**src/rtl/kb_text_ctrl.sv**
```systemverilog
// PS/2 byte sequencer: parses make/break/E0 prefixes, tracks Shift, drives the scan LUT, then writes text or moves the cursor.
// Latency: tick -> lut_scan next cycle -> write/cursor the cycle after; ticks arriving while busy (LOOKUP) are dropped, no backpressure.
module kb_text_ctrl #(
    parameter int COLS   = 80,
    parameter int ROWS   = 60,
    parameter int ADDR_W = 13
) (
    input  logic              clk,
    input  logic              resetn,
    input  logic              rx_done_tick,
    input  logic [7:0]        rx_data,
    output logic [7:0]        lut_scan,
    input  logic [7:0]        lut_ascii,
    output logic              we,
    output logic [ADDR_W-1:0] wr_addr,
    output logic [7:0]        wr_data,
    output logic [6:0]        cur_x,
    output logic [5:0]        cur_y,
    output logic              shift,
    output logic              busy
);

    typedef enum logic [1:0] {S_IDLE, S_EXT, S_BRK, S_LOOKUP} state_t;

    localparam logic [6:0] X_MAX = 7'(COLS - 1);
    localparam logic [5:0] Y_MAX = 6'(ROWS - 1);
    localparam logic [7:0] COLS8 = 8'(COLS);

    state_t            state;
    logic [5:0]        y_wrap;
    logic [6:0]        bs_x;
    logic [5:0]        bs_y;
    logic [7:0]        tab_x;
    logic [ADDR_W-1:0] addr_cur;
    logic [ADDR_W-1:0] addr_bs;
    logic              printable;
    logic              is_lower;
    logic              mapped;

    function automatic logic [ADDR_W-1:0] addr_of(input logic [6:0] x, input logic [5:0] y);
        return ADDR_W'(y) * ADDR_W'(COLS) + ADDR_W'(x);
    endfunction

    always_comb begin
        y_wrap    = (cur_y == Y_MAX) ? 6'd0 : cur_y + 6'd1;
        bs_x      = cur_x;
        bs_y      = cur_y;
        if (cur_x != 7'd0) begin
            bs_x = cur_x - 7'd1;
        end else if (cur_y != 6'd0) begin
            bs_x = X_MAX;
            bs_y = cur_y - 6'd1;
        end
        tab_x     = {1'b0, cur_x | 7'd7} + 8'd1;
        addr_cur  = addr_of(cur_x, cur_y);
        addr_bs   = addr_of(bs_x, bs_y);
        printable = (lut_ascii >= 8'h20) && (lut_ascii <= 8'h7E);
        is_lower  = (lut_ascii >= 8'h61) && (lut_ascii <= 8'h7A);
        // The LUT reports unmapped codes as 'a'; only scan 1C is a genuine 'a'.
        mapped    = !((lut_ascii == 8'h61) && (lut_scan != 8'h1C));
    end

    always_ff @(posedge clk or negedge resetn) begin
        if (!resetn) begin
            state    <= S_IDLE;
            we       <= 1'b0;
            wr_addr  <= '0;
            wr_data  <= 8'h00;
            lut_scan <= 8'h00;
            cur_x    <= 7'd0;
            cur_y    <= 6'd0;
            shift    <= 1'b0;
            busy     <= 1'b0;
        end else begin
            we   <= 1'b0;
            busy <= 1'b0;
            case (state)
                S_IDLE, S_EXT: begin
                    if (rx_done_tick) begin
                        if (rx_data == 8'hE0) begin
                            state <= S_EXT;
                        end else if (rx_data == 8'hF0) begin
                            state <= S_BRK;
                        end else if (rx_data == 8'h12 || rx_data == 8'h59) begin
                            shift <= 1'b1;
                            state <= S_IDLE;
                        end else begin
                            lut_scan <= rx_data;
                            busy     <= 1'b1;
                            state    <= S_LOOKUP;
                        end
                    end
                end
                S_BRK: begin
                    if (rx_done_tick) begin
                        if (rx_data == 8'h12 || rx_data == 8'h59) shift <= 1'b0;
                        state <= S_IDLE;
                    end
                end
                default: begin
                    state <= S_IDLE;
                    if (mapped) begin
                        if (printable) begin
                            we      <= 1'b1;
                            wr_addr <= addr_cur;
                            wr_data <= (shift && is_lower) ? lut_ascii - 8'h20 : lut_ascii;
                            if (cur_x == X_MAX) begin
                                cur_x <= 7'd0;
                                cur_y <= y_wrap;
                            end else begin
                                cur_x <= cur_x + 7'd1;
                            end
                        end else begin
                            case (lut_ascii)
                                8'h0A: begin
                                    cur_x <= 7'd0;
                                    cur_y <= y_wrap;
                                end
                                8'h0D: cur_x <= 7'd0;
                                8'h08: begin
                                    cur_x   <= bs_x;
                                    cur_y   <= bs_y;
                                    we      <= 1'b1;
                                    wr_addr <= addr_bs;
                                    wr_data <= 8'h20;
                                end
                                8'h09: begin
                                    if (tab_x >= COLS8) begin
                                        cur_x <= 7'd0;
                                        cur_y <= y_wrap;
                                    end else begin
                                        cur_x <= tab_x[6:0];
                                    end
                                end
                                8'h11: if (cur_y != 6'd0) cur_y <= cur_y - 6'd1;
                                8'h13: if (cur_y != Y_MAX) cur_y <= cur_y + 6'd1;
                                8'h12: if (cur_x != 7'd0) cur_x <= cur_x - 7'd1;
                                8'h14: if (cur_x != X_MAX) cur_x <= cur_x + 7'd1;
                                8'h7F: begin
                                    we      <= 1'b1;
                                    wr_addr <= addr_cur;
                                    wr_data <= 8'h20;
                                end
                                default: ;
                            endcase
                        end
                    end
                end
            endcase
        end
    end

endmodule

```
**config.mk**
```make
export PLATFORM = sky130hd
export DESIGN_NAME = kb_text_ctrl
export DESIGN_NICKNAME = d
export VERILOG_FILES = /design/src/rtl/kb_text_ctrl.sv
export SDC_FILE = /design/constraint.sdc
export NUM_CORES = 1
export LEC_CHECK = 0
export ABC_AREA = 1
export BUFFER_PORTS_ARGS = -buffer_cell sky130_fd_sc_hd__buf_2
export CAP_MARGIN = 15
export CORE_ASPECT_RATIO = 1.4
export CORE_MARGIN = 10
export CORE_UTILIZATION = 59
export DETAILED_ROUTE_END_ITERATION = 6
export PLACE_DENSITY = 0.86
export SYNTH_ARGS = -nofsm -noshare
export SYNTH_HDL_FRONTEND = slang
export SYNTH_SLANG_ARGS = --single-unit
export TNS_END_PERCENT = 5
```
**constraint.sdc**
```tcl
create_clock -name clk -period 3.9 [get_ports clk]
set_input_delay 0.195 -clock clk [delete_from_list [all_inputs] [get_ports clk]]
set_output_delay 0.195 -clock clk [all_outputs]
set_load 0.02 [all_outputs]
```
==> impl_metrics.env <==
export IMPL_synth_seq_cells=47
export IMPL_fmax_ghz=0.279
export IMPL_hold_viol_final=0
export IMPL_syn_nets=695
export IMPL_power_leakage_nw=2.61
export IMPL_wl_per_cell_um=15.8
export IMPL_post_cts_setup_buffer_count=0
export IMPL_grt_pass1_vias=4501
export IMPL_io_buffers=63
export IMPL_path_class="reg -> reg"
export IMPL_ant_nets=0
export IMPL_r2r_slack_ns=0.32
export IMPL_dp_hpwl_mm=10.2
export IMPL_rows=37
export IMPL_cts_clk_slew_worst_paths_ns=0.09
export IMPL_drt_iter0_markers=244
export IMPL_die_area_mm2=0.0112
export IMPL_antenna_found_initial=0
export IMPL_hp_class="in -> async"
export IMPL_synth_cell_area_mm2=0.00434
export IMPL_dr_pass1_iters=5
export IMPL_async_reset_ff_share_pct=100
export IMPL_period_minus_slack_ns=3.58
export IMPL_worst_r2r_endpoint="wr_addr[11]"
export IMPL_start_util_pct=59.8
export IMPL_final_setup_tns_ns=0
export IMPL_synthFlopType="dfrtp_1"
export IMPL_worstSkewPairLatency_ns=0.32
export IMPL_worstPathCellList="inv_1, ha_1, nand4_1, clkinv_1, nand2_1, nand3_1, o21ai_1, nor2_1, nor2_1, ha_1, fa_1, xor2_1, nand3_1, nor2_1, nand3b_1, nand3_1, nand3_1, nand2_1"
export IMPL_required_ns=4.12
export IMPL_cap_violations=0
export IMPL_avgSynthCellArea_um2=6.78
export IMPL_synth_top_cell_area_share_pct=27.1
export IMPL_drive_above_1_share_pct=17.0
export IMPL_vias=4496
export IMPL_worst_setup_path_start_kind="register"
export IMPL_ioPinCount=64
export IMPL_ys_seq_area_share_pct=27.1
export IMPL_peakVddDrop_mv=0.395
export IMPL_clk_path_buf_depth=2
export IMPL_cp_slowest_cell="dfrtp_1"
export IMPL_status="complete, no violations"
export IMPL_slew_violations=0
export IMPL_gp_congestion=0.999
export IMPL_route_detailed_drc=0
export IMPL_r2r_start="cur_y[0]"
export IMPL_post_cts_resized=0
export IMPL_cp_depth=18
export IMPL_mostFrequentLayoutCells="nand2_1 (190), buf_2 (63), inv_1 (61), nor2_1 (61), nand3_1 (53)"
export IMPL_h_tree_depth=2
export IMPL_finalSetupViolCount=0
export IMPL_cts_tree="yes"
export IMPL_setup_worst_path_end_class="register"
export IMPL_design_area_mm2=0.00484
export IMPL_antenna_cells=0
export IMPL_core_region_area_mm2=0.00727
export IMPL_ys_warn_count=0
export IMPL_total_power_w=0.00323
export IMPL_crit_family="simple AND/OR/NAND/NOR gates"
export IMPL_final_nets=758
export IMPL_grt_ovfl_total=0
export IMPL_yosys_top_cells_area="dfrtp_1 (27%), nand2_1 (16%), ha_1 (8.9%), nand3_1 (6.1%), inv_1 (5.3%)"
export IMPL_synthCells=641
export IMPL_path_buf_inv=2
export IMPL_crit_fanout=9
export IMPL_crit_top_cell="nand3_1"
export IMPL_cts_buffers=5
export IMPL_critPathMaxStageDelay_ns=0.48
export IMPL_rsz0062_at_grt="false"
export IMPL_root_buffer="clkbuf_8"
export IMPL_routed_wl_mm=12.7
export IMPL_clock_sinks=47
export IMPL_worst_slew_pin_slew_ns=1.04
export IMPL_drt_vias_per_instance=5.61
export IMPL_grt_pass1_wl_mm=20.3
export IMPL_postCtsHoldBufs=0
export IMPL_cp_arrival_ns=3.80
export IMPL_synth_edff_count=0
export IMPL_die_h_um=122
export IMPL_final_common_cell="nand2_1"
export IMPL_p_per_area_mw_per_mm2=666
export IMPL_rr_worst_depth=18
export IMPL_synth_top_area_cell="dfrtp_1"
export IMPL_grt_usage_pct=22.2
export IMPL_grt_max_degree=48
export IMPL_relSlewSlack_pct=30.8
export IMPL_post_dp_cell_area_mm2=0.00475
export IMPL_fin_crit_sh_pct=91.8
export IMPL_fin_skew_ns=0.0120
export IMPL_synth_cell_types=45
export IMPL_dieWidth_um=92.5
export IMPL_area_growth_pct=11.5
[worst max path at each step]
stage / start / endpoint / slack (ns)
global placement: cur_y[0] / wr_addr[10] / 0.55
floorplan: cur_x[0] / wr_addr[10] / 0.64
global route: cur_x[0] / wr_addr[10] / 0.04
finish: cur_y[0] / wr_addr[11] / 0.32
detailed placement: cur_y[0] / wr_addr[11] / 0.41
CTS: cur_y[0] / wr_addr[11] / 0.40
[stage by stage]
step	util [%]	hold WS [ns]	instances	setup WS, ns
3_5_place_dp	65.3	0.433	794	0.405
3_3_place_gp	65.3	0.422	794	0.554
4_1_cts	66.7	0.104	802	0.398
5_1_grt	66.7	0.123	802	0.0444
2_1_floorplan	-	-0.101	641	0.642
6_report	66.7	0.0490	802	0.319
[state kept, by name (all words and copies together) (netlist names)]
signal and flops:
wr_data 8, we 1, state 2, cur_y 6, cur_x 7, wr_addr 13, busy 1, lut_scan 8
shift 1
[layout make-up]
cell class	count	area [um2]
Fill cell	682	2420
Clock buffer	7	86.3
Multi-Input combinational cell	506	2800
Tap cell	97	121
Clock inverter	1	8.76
Timing Repair Buffer	71	375
Inverter	73	277
Sequential cell	47	1180
[routing by layer]
metal / routed length [um] / track usage [%] / share of wire [%] / up-vias
li1: - / - / - / 2215
met4: 656 / 13.8 / 5.2 / 0
met5: 0 / 0 / 0 / -
met2: 6790 / 42.8 / 54 / 153
met1: 4560 / 20.4 / 36 / 2080
met3: 665 / 4.86 / 5.2 / 48
[synthesized netlist by cell type (2+ instances only)]
master      n
nor2_2     10
a21oi_1    22
nand3b_1    9
buf_4       2
o21a_1      2
o211ai_1    3
o21ai_2     2
nor2_4      5
nand2_2     4
nand3_1    53
ha_1       31
xnor2_1     3
fa_1        4
o21ai_1     7
nand4_1    14
inv_1      61
nand3_2     2
nor2_1     61
nor3_1      6
xor2_1     22
inv_2      10
dfrtp_1    47
buf_2       9
nand2_1   190
o21ai_0    39
buf_6       2
nand2_4     3
[logic make-up after synthesis]
logic type,Yosys count,share of synthesized area [%]
compound gates,84,11.2
xor+xnor,25,5.04
fa+ha+maj,35,10.8
buf+inv,88,8.47
flops,47,27.1
simple gates,362,37.4
[power breakdown]
| group | internal, W | switching [W] |
|---|---|---|
| combinational | 0.000765 | 0.00141 |
| clock | 0.000145 | 0.000173 |
| sequential | 0.000626 | 0.000106 |
(Power assumes the default switching activity.)
